===== src/rtl/mips_ctrl_pkg.sv =====
// Shared encodings for the multicycle MIPS controller: opcodes, ALU op codes,
// mux select encodings and the controller state encoding.
// Pure declarations; no latency or backpressure of its own.
package mips_ctrl_pkg;

   // Instruction opcodes (IR[31:26])
   localparam logic [5:0] OPCODE_RTYPE = 6'b000000;
   localparam logic [5:0] OPCODE_ADDI  = 6'b001000;
   localparam logic [5:0] OPCODE_ADDIU = 6'b001001;
   localparam logic [5:0] OPCODE_LW    = 6'b100011;
   localparam logic [5:0] OPCODE_SW    = 6'b101011;
   localparam logic [5:0] OPCODE_BEQ   = 6'b000100;
   localparam logic [5:0] OPCODE_J     = 6'b000010;

   // ALU operation codes, shared with the single-cycle CONTROL block
   localparam logic [1:0] ALUOP_ADD   = 2'b00;
   localparam logic [1:0] ALUOP_SUB   = 2'b01;
   localparam logic [1:0] ALUOP_FUNCT = 2'b10;

   localparam logic       ALU_SRC_A_PC = 1'b0;
   localparam logic       ALU_SRC_A_RS = 1'b1;

   localparam logic [1:0] ALU_SRC_B_RT      = 2'b00;
   localparam logic [1:0] ALU_SRC_B_FOUR    = 2'b01;
   localparam logic [1:0] ALU_SRC_B_IMM     = 2'b10;
   localparam logic [1:0] ALU_SRC_B_IMM_SH2 = 2'b11;

   localparam logic [1:0] PC_SRC_ALU    = 2'b00;
   localparam logic [1:0] PC_SRC_ALUOUT = 2'b01;
   localparam logic [1:0] PC_SRC_JUMP   = 2'b10;

   typedef enum logic [3:0] {
      S_IDLE      = 4'd0,
      S_FETCH     = 4'd1,
      S_DECODE    = 4'd2,
      S_R_EXEC    = 4'd3,
      S_R_WB      = 4'd4,
      S_IMM_EXEC  = 4'd5,
      S_IMM_WB    = 4'd6,
      S_MEM_ADDR  = 4'd7,
      S_MEM_READ  = 4'd8,
      S_MEM_WB    = 4'd9,
      S_MEM_WRITE = 4'd10,
      S_BRANCH    = 4'd11,
      S_JUMP      = 4'd12,
      S_TRAP      = 4'd13
   } state_e;

   // States that own the memory port and therefore wait on mem_ready
   function automatic logic is_mem_state(state_e s);
      return (s == S_FETCH) || (s == S_MEM_READ) || (s == S_MEM_WRITE);
   endfunction

endpackage


===== src/rtl/mips_multicycle_ctrl_if.sv =====
// Bundle between the multicycle controller and the datapath it steers.
// Ports: opcode/zero/mem_ready toward the controller; strobes, selects,
// trap and debug state toward the datapath. master = controller side.
interface mips_multicycle_ctrl_if #(
   parameter int STATE_W = 4
);
   logic [5:0]         opcode;
   logic               zero;
   logic               mem_ready;
   logic               pc_write;
   logic               pc_write_cond;
   logic               ir_write;
   logic               iord;
   logic               read_mem;
   logic               write_mem;
   logic               write_reg;
   logic               mux_write_rt_rd;
   logic               mux_reg_src_alu_mem;
   logic               alu_src_a;
   logic [1:0]         alu_src_b;
   logic [1:0]         alu_op;
   logic [1:0]         pc_src;
   logic               trap;
   logic [STATE_W-1:0] state;

   modport master (
      input  opcode, zero, mem_ready,
      output pc_write, pc_write_cond, ir_write, iord, read_mem, write_mem,
             write_reg, mux_write_rt_rd, mux_reg_src_alu_mem, alu_src_a,
             alu_src_b, alu_op, pc_src, trap, state
   );

   modport slave (
      output opcode, zero, mem_ready,
      input  pc_write, pc_write_cond, ir_write, iord, read_mem, write_mem,
             write_reg, mux_write_rt_rd, mux_reg_src_alu_mem, alu_src_a,
             alu_src_b, alu_op, pc_src, trap, state
   );
endinterface


===== src/rtl/mem_wait_timer.sv =====
// Counts cycles a memory state has waited for mem_ready; flags the last allowed wait.
// Latency: expired_o is combinational from the count and count_en_i.
// Backpressure: none; clear_i has priority over counting.
// Ports: clk, nrst, clear_i, count_en_i, expired_o.
module mem_wait_timer #(
   parameter int MEM_WAIT_MAX = 16
) (
   input  logic clk,
   input  logic nrst,
   input  logic clear_i,
   input  logic count_en_i,
   output logic expired_o
);
   localparam int CNT_W = (MEM_WAIT_MAX > 1) ? $clog2(MEM_WAIT_MAX) : 1;
   // The count holds completed waits; when it reads MAX-1 the current
   // waiting cycle is the MAX-th one and the owner must give up.
   localparam logic [CNT_W-1:0] LAST = CNT_W'(MEM_WAIT_MAX - 1);

   logic [CNT_W-1:0] count_q, count_d;

   always_comb begin
      count_d = count_q;
      if (clear_i) begin
         count_d = '0;
      end else if (count_en_i && (count_q != LAST)) begin
         count_d = count_q + 1'b1;
      end
   end

   always_ff @(posedge clk or negedge nrst) begin
      if (!nrst) begin
         count_q <= '0;
      end else begin
         count_q <= count_d;
      end
   end

   assign expired_o = count_en_i && (count_q == LAST);

endmodule


===== src/rtl/mips_multicycle_ctrl.sv =====
// Moore FSM sequencing the multicycle MIPS datapath; decodes opcode once in DECODE.
// Latency: R/ADDI(U)/SW 4, LW 5, BEQ/J 3 cycles incl. FETCH with immediate mem_ready.
// Backpressure: memory states hold until mem_ready; MEM_WAIT_MAX waits without it -> TRAP.
// Ports: clk, nrst (async active-low), bus (master modport: opcode/zero/mem_ready in,
// datapath strobes, selects, trap and debug state out).
module mips_multicycle_ctrl
   import mips_ctrl_pkg::*;
#(
   parameter int MEM_WAIT_MAX = 16,
   parameter int STATE_W      = 4
) (
   input  logic                   clk,
   input  logic                   nrst,
   mips_multicycle_ctrl_if.master bus
);

   state_e     state_q, state_d;
   logic [5:0] opcode_q, opcode_d;
   logic       in_mem_state;
   logic       wait_expired;

   assign in_mem_state = is_mem_state(state_q);

   // Count only while a memory state is stalled; any completion or any
   // non-memory state restarts the budget for the next memory access.
   mem_wait_timer #(
      .MEM_WAIT_MAX (MEM_WAIT_MAX)
   ) u_mem_wait_timer (
      .clk        (clk),
      .nrst       (nrst),
      .clear_i    (!in_mem_state || bus.mem_ready),
      .count_en_i (in_mem_state && !bus.mem_ready),
      .expired_o  (wait_expired)
   );

   always_ff @(posedge clk or negedge nrst) begin
      if (!nrst) begin
         state_q  <= S_IDLE;
         opcode_q <= '0;
      end else begin
         state_q  <= state_d;
         opcode_q <= opcode_d;
      end
   end

   // The opcode is only trusted in DECODE; MEM_ADDR uses the latched copy.
   assign opcode_d  = (state_q == S_DECODE) ? bus.opcode : opcode_q;
   assign bus.state = STATE_W'(state_q);

   always_comb begin
      state_d                 = state_q;
      bus.pc_write            = 1'b0;
      bus.pc_write_cond       = 1'b0;
      bus.ir_write            = 1'b0;
      bus.iord                = 1'b0;
      bus.read_mem            = 1'b0;
      bus.write_mem           = 1'b0;
      bus.write_reg           = 1'b0;
      bus.mux_write_rt_rd     = 1'b0;
      bus.mux_reg_src_alu_mem = 1'b0;
      bus.alu_src_a           = ALU_SRC_A_PC;
      bus.alu_src_b           = ALU_SRC_B_RT;
      bus.alu_op              = ALUOP_ADD;
      bus.pc_src              = PC_SRC_ALU;
      bus.trap                = 1'b0;

      case (state_q)
         S_IDLE: state_d = S_FETCH;

         S_FETCH: begin
            bus.read_mem  = 1'b1;
            bus.alu_src_b = ALU_SRC_B_FOUR;
            // IR and PC+4 commit only in the cycle the instruction word arrives
            if (bus.mem_ready) begin
               bus.ir_write = 1'b1;
               bus.pc_write = 1'b1;
               state_d      = S_DECODE;
            end else if (wait_expired) begin
               state_d = S_TRAP;
            end
         end

         S_DECODE: begin
            // Speculatively form the branch target into ALUOut
            bus.alu_src_b = ALU_SRC_B_IMM_SH2;
            case (bus.opcode)
               OPCODE_RTYPE:              state_d = S_R_EXEC;
               OPCODE_ADDI, OPCODE_ADDIU: state_d = S_IMM_EXEC;
               OPCODE_LW, OPCODE_SW:      state_d = S_MEM_ADDR;
               OPCODE_BEQ:                state_d = S_BRANCH;
               OPCODE_J:                  state_d = S_JUMP;
               default:                   state_d = S_TRAP;
            endcase
         end

         S_R_EXEC: begin
            bus.alu_src_a = ALU_SRC_A_RS;
            bus.alu_src_b = ALU_SRC_B_RT;
            bus.alu_op    = ALUOP_FUNCT;
            state_d       = S_R_WB;
         end

         S_R_WB: begin
            bus.write_reg           = 1'b1;
            bus.mux_write_rt_rd     = 1'b1;
            bus.mux_reg_src_alu_mem = 1'b1;
            state_d                 = S_FETCH;
         end

         S_IMM_EXEC: begin
            bus.alu_src_a = ALU_SRC_A_RS;
            bus.alu_src_b = ALU_SRC_B_IMM;
            state_d       = S_IMM_WB;
         end

         S_IMM_WB: begin
            bus.write_reg           = 1'b1;
            bus.mux_reg_src_alu_mem = 1'b1;
            state_d                 = S_FETCH;
         end

         S_MEM_ADDR: begin
            bus.alu_src_a = ALU_SRC_A_RS;
            bus.alu_src_b = ALU_SRC_B_IMM;
            state_d       = (opcode_q == OPCODE_SW) ? S_MEM_WRITE : S_MEM_READ;
         end

         S_MEM_READ: begin
            bus.read_mem = 1'b1;
            bus.iord     = 1'b1;
            if (bus.mem_ready) begin
               state_d = S_MEM_WB;
            end else if (wait_expired) begin
               state_d = S_TRAP;
            end
         end

         S_MEM_WB: begin
            bus.write_reg = 1'b1;
            state_d       = S_FETCH;
         end

         S_MEM_WRITE: begin
            bus.write_mem = 1'b1;
            bus.iord      = 1'b1;
            if (bus.mem_ready) begin
               state_d = S_FETCH;
            end else if (wait_expired) begin
               state_d = S_TRAP;
            end
         end

         S_BRANCH: begin
            bus.alu_src_a     = ALU_SRC_A_RS;
            bus.alu_src_b     = ALU_SRC_B_RT;
            bus.alu_op        = ALUOP_SUB;
            bus.pc_write_cond = 1'b1;
            bus.pc_src        = PC_SRC_ALUOUT;
            state_d           = S_FETCH;
         end

         S_JUMP: begin
            bus.pc_write = 1'b1;
            bus.pc_src   = PC_SRC_JUMP;
            state_d      = S_FETCH;
         end

         S_TRAP: begin
            bus.trap = 1'b1;
         end

         // Unused encodings are treated as a fault
         default: state_d = S_TRAP;
      endcase
   end

endmodule


===== src/flat_wrapper.sv =====
// flat-port wrapper written by rule: the top's interface ports become plain ports
module mips_multicycle_ctrl_flat import mips_ctrl_pkg::*;
#(
   parameter int MEM_WAIT_MAX = 16,
   parameter int STATE_W      = 4
)
  (clk, nrst, bus_opcode, bus_zero, bus_mem_ready, bus_pc_write, bus_pc_write_cond, bus_ir_write, bus_iord, bus_read_mem, bus_write_mem, bus_write_reg, bus_mux_write_rt_rd, bus_mux_reg_src_alu_mem, bus_alu_src_a, bus_alu_src_b, bus_alu_op, bus_pc_src, bus_trap, bus_state);
  mips_multicycle_ctrl_if #(.STATE_W(STATE_W)) bus_i ();
  input  logic clk;
  input  logic nrst;
  input wire logic [$bits(bus_i.opcode)-1:0] bus_opcode;
  input wire logic [$bits(bus_i.zero)-1:0] bus_zero;
  input wire logic [$bits(bus_i.mem_ready)-1:0] bus_mem_ready;
  output wire logic [$bits(bus_i.pc_write)-1:0] bus_pc_write;
  output wire logic [$bits(bus_i.pc_write_cond)-1:0] bus_pc_write_cond;
  output wire logic [$bits(bus_i.ir_write)-1:0] bus_ir_write;
  output wire logic [$bits(bus_i.iord)-1:0] bus_iord;
  output wire logic [$bits(bus_i.read_mem)-1:0] bus_read_mem;
  output wire logic [$bits(bus_i.write_mem)-1:0] bus_write_mem;
  output wire logic [$bits(bus_i.write_reg)-1:0] bus_write_reg;
  output wire logic [$bits(bus_i.mux_write_rt_rd)-1:0] bus_mux_write_rt_rd;
  output wire logic [$bits(bus_i.mux_reg_src_alu_mem)-1:0] bus_mux_reg_src_alu_mem;
  output wire logic [$bits(bus_i.alu_src_a)-1:0] bus_alu_src_a;
  output wire logic [$bits(bus_i.alu_src_b)-1:0] bus_alu_src_b;
  output wire logic [$bits(bus_i.alu_op)-1:0] bus_alu_op;
  output wire logic [$bits(bus_i.pc_src)-1:0] bus_pc_src;
  output wire logic [$bits(bus_i.trap)-1:0] bus_trap;
  output wire logic [$bits(bus_i.state)-1:0] bus_state;
  assign bus_i.opcode = bus_opcode;
  assign bus_i.zero = bus_zero;
  assign bus_i.mem_ready = bus_mem_ready;
  assign bus_pc_write = bus_i.pc_write;
  assign bus_pc_write_cond = bus_i.pc_write_cond;
  assign bus_ir_write = bus_i.ir_write;
  assign bus_iord = bus_i.iord;
  assign bus_read_mem = bus_i.read_mem;
  assign bus_write_mem = bus_i.write_mem;
  assign bus_write_reg = bus_i.write_reg;
  assign bus_mux_write_rt_rd = bus_i.mux_write_rt_rd;
  assign bus_mux_reg_src_alu_mem = bus_i.mux_reg_src_alu_mem;
  assign bus_alu_src_a = bus_i.alu_src_a;
  assign bus_alu_src_b = bus_i.alu_src_b;
  assign bus_alu_op = bus_i.alu_op;
  assign bus_pc_src = bus_i.pc_src;
  assign bus_trap = bus_i.trap;
  assign bus_state = bus_i.state;
  mips_multicycle_ctrl #(.MEM_WAIT_MAX(MEM_WAIT_MAX), .STATE_W(STATE_W)) u_core (.clk(clk), .nrst(nrst), .bus(bus_i));
endmodule

===== config.mk =====
export PLATFORM = sky130hd
export DESIGN_NAME = mips_multicycle_ctrl_flat
export DESIGN_NICKNAME = d
export VERILOG_FILES = /design/src/rtl/mips_ctrl_pkg.sv /design/src/rtl/mips_multicycle_ctrl_if.sv /design/src/rtl/mem_wait_timer.sv /design/src/rtl/mips_multicycle_ctrl.sv /design/src/flat_wrapper.sv
export SDC_FILE = /design/constraint.sdc
export NUM_CORES = 1
export LEC_CHECK = 0
export ABC_AREA = 1
export CELL_PAD_IN_SITES_DETAIL_PLACEMENT = 0
export CELL_PAD_IN_SITES_GLOBAL_PLACEMENT = 1
export CORE_AREA = 3 3 60 62
export DETAILED_ROUTE_END_ITERATION = 8
export DIE_AREA = 0 0 63 65
export MAX_ROUTING_LAYER = met4
export PLACE_DENSITY_LB_ADDON = 0.25
export SYNTH_ARGS = -nofsm -noshare
export SYNTH_HDL_FRONTEND = slang
export SYNTH_HIERARCHICAL = 1
export SYNTH_SLANG_ARGS = --single-unit

===== constraint.sdc =====
create_clock -name clk -period 3.1 [get_ports clk]
set_input_delay 0.62 -clock clk [delete_from_list [all_inputs] [get_ports clk]]
set_output_delay 0.62 -clock clk [all_outputs]
set_load 0.02 [all_outputs]

==> impl_metrics.py <==
metrics = {
    "placed_design": {
        "io_buffers": 29,
        "placedCellCount": 232,
        "place.gp.congestion": 0.8988,
        "dp_hpwl_um": 2075,
        "placed_cell_area_sq_um": 1364,
    },
    "yosys": {
        "postSynthCellCount": 163,
        "yosys.area.top_type_share": 0.3318,
        "async_flop_share": 1.000,
        "synth_flop_cell": "dfrtp_1",
        "synth-edff-count": 0,
        "syn_area_per_cell_sq_um": 6.479,
        "synth.largest_area_cell": "dfrtp_1",
        "netlist_area_sq_um": 1056,
        "syn-num-nets": 174,
        "synthTopCellsByCount": "43 x nand2_1, 29 x nor2_1, 18 x inv_1",
        "synth_seq_cells": 14,
        "ys_seq_area_frac": 0.3318,
        "yosysMostFrequentCell": "nand2_1",
        "netlist_top_cells_area": "dfrtp_1 33%, nand2_1 15%, nor2_1 10%",
        "synth.distinct_cells": 25,
        "yosys_warnings": 6,
    },
    "min_path": {
        "whs_endpoint": "u_core/opcode_q[1]",
        "worstHoldPathType": "register to register",
        "hp-start": "u_core/opcode_q[1]",
        "whs_path_depth": 2,
    },
    "drt": {
        "dr.pass1.iters": 4,
        "initialDrtViolationCount": 62,
        "route.detailed.drc": 0,
        "drt_wl_total_um": 2428,
        "wl_per_cell_um": 10.29,
        "num_vias": 1086,
        "viasPerCell": 4.602,
        "ant_nets": 0,
    },
    "sta": {
        "setup_viol": 0,
        "fin_setup_tns_ps": 0,
        "finalHoldViolations": 0,
        "clock-skew-final_ps": 1.867,
        "tightestPinTransition_ps": 605.8,
        "rsz0062_at_grt": "false",
        "timing.final.crit_share": 0.8717,
        "fmax_mhz": 370.1,
        "max_slew_margin": 0.5949,
        "fin_crit_ps": 2702,
        "slew_viol_final": 0,
    },
    "setup_path": {
        "rrSetupSlack_ps": 1220,
        "max_stage_delay_ps": 620,
        "cp_max_fo": 12,
        "r2r-end": "u_core/bus.state[1]",
        "crit_path_top_delay_cell": "clkdlybuf4s50_1",
        "crit_chain": "inv_4, nand2_2, nor2_4, inv_2, o21ai_1, clkdlybuf4s50_1",
        "path_delay_family": "buffers and inverters",
        "cp.arrival_ps": 2080,
        "critPathRequiredTime_ps": 2480,
        "end_kind": "output pin",
        "cp-start-kind": "register",
        "crit_type": "register to output pin",
        "path_buf_inv": 3,
        "worstReg2RegStart": "u_core/bus.state[0]",
        "reg2reg_depth": 13,
    },
    "power": {
        "worst_ir_drop_vdd_mv": 0.1114,
        "power_density_nw_per_um2": 241.0,
        "p_leak_nw": 0.6716,
    },
    "cells_and_area": {
        "antenna_cells": 0,
        "seq_area_sq_um": 350.3,
        "area_growth_pct": 32.58,
        "multi_input_area_sq_um": 571.8,
        "design_area_sq_um": 1400,
        "n_fill_cell": 336,
        "nNetsFinal": 204,
        "drive_above_1_share": 0.1563,
        "final_cells": 236,
    },
    "outcome": {
        "status": "finished, final reports clean",
    },
    "job": {
        "max-cap-violations": 0,
    },
    "clocking": {
        "clock-sinks": 14,
        "cts_buffers": 3,
        "htree_num_levels": 1,
        "post_cts_buffers": 0,
        "cts_resized": 0,
        "cts_max_path_buffers": 2,
        "cts_tree": "done",
        "clk_pin_slew_ps": 80,
        "cts_root_buf": "clkbuf_4",
        "clkLatencyLatePin_ps": 270,
        "holdBufCountCts": 0,
    },
    "die": {
        "ioPinCount": 31,
        "num_rows": 20,
        "dieArea_sq_um": 4095,
        "dieWidth_um": 63,
        "fp.coreArea_sq_um": 3078,
        "start_util": 0.3431,
        "fp.dieH_um": 65,
    },
    "global_route": {
        "grt_overflow_total": 0,
        "grt_pass1_wl_um": 4367,
        "grt_max_degree": 15,
        "grt_antenna_before_repair": 0,
        "first_global_vias": 1019,
        "grtUsageTotal": 0.1361,
    },
}
==> area by class of cell <==
| type | count | share of cell area |
|---|---|---|
| well taps | 44 | 0.03932 |
| repair buffers | 29 | 0.2073 |
| inverters | 25 | 0.06881 |
| flip-flops and latches | 14 | 0.2502 |
| clock buffers | 4 | 0.02592 |
| multi-input cells | 120 | 0.4084 |
==> layer usage <==
metal,routed length [um],vias to the layer above,part of all wire,global-route usage
met5,0,-,0,-
li1,-,565,-,-
met1,1072,490,0.44,0.1716
met3,181,2,0.075,0.02253
met2,1144,29,0.47,0.2161
met4,30,0,0.012,0.05785
==> cell usage in the layout, fill, tap and decap left out, types with 3 or more instances in the layout <==
cell	instances
clkbuf_4	3
clkdlybuf4s50_1	29
dfrtp_1	14
inv_1	18
inv_2	6
nand2_1	43
nand2_2	10
nand3_1	11
nand4_1	3
nor2_1	29
o21ai_0	5
o21ai_2	4
==> logic make-up after synthesis <==
family | synth area share
buffers and inverters | 0.1268
DFF | 0.3318
adders and majority gates | 0.01185
and+or+nand+nor | 0.4384
AOI/OAI and AO/OA | 0.09123
==> power breakdown <==
| part | total, W | leakage (nW) | switching [W] | internal [W] |
|---|---|---|---|---|
| clock network | 0.000130 | 0.0210 | 0.0000581 | 0.0000714 |
| logic | 0.0000255 | 0.502 | 0.0000137 | 0.0000119 |
| registers | 0.000182 | 0.149 | 0 | 0.000182 |
==> metrics by stage <==
step	total power (W)	util	setup WS, ps	hold slack (ps)
2_1_floorplan	0.0001945	-	1089	324.4
3_3_place_gp	0.0002118	0.4431	487.9	455.8
3_5_place_dp	0.0002122	0.4431	470.4	463.3
4_1_cts	0.0003411	0.4549	365.5	484.5
5_1_grt	0.0003501	0.4549	266.4	526.8
6_report	0.0003375	0.4549	397.7	485.9
==> worst max-delay path by stage <==
| stage | cells past startpoint | start | end | slack (ps) |
|---|---|---|---|---|
| 2_1_floorplan | 4 | u_core/bus.state[0] | bus_alu_src_a | 1090 |
| 3_3_place_gp | 4 | bus_mem_ready | bus_pc_write | 490 |
| 3_5_place_dp | 4 | bus_mem_ready | bus_pc_write | 470 |
| 4_1_cts | 6 | u_core/bus.state[0] | bus_alu_src_b[1] | 370 |
| 5_1_grt | 6 | u_core/bus.state[0] | bus_alu_src_b[1] | 270 |
| 6_report | 6 | u_core/bus.state[0] | bus_alu_src_b[1] | 400 |
==> sequential cells by signal, indices dropped and copies added, names as in the netlist <==
| signal | flops |
|---|---|
| u_core/u_mem_wait_timer/count_q | 4 |
| u_core/bus.state | 4 |
| u_core/opcode_q | 6 |
==> tightest hold or removal path, cell delays in order (launching register included) <==
cell     delay (ps)
dfrtp_1         360
nand2_1          50
nand2_1          50
No activity file was read; power rests on OpenSTA's default activity.
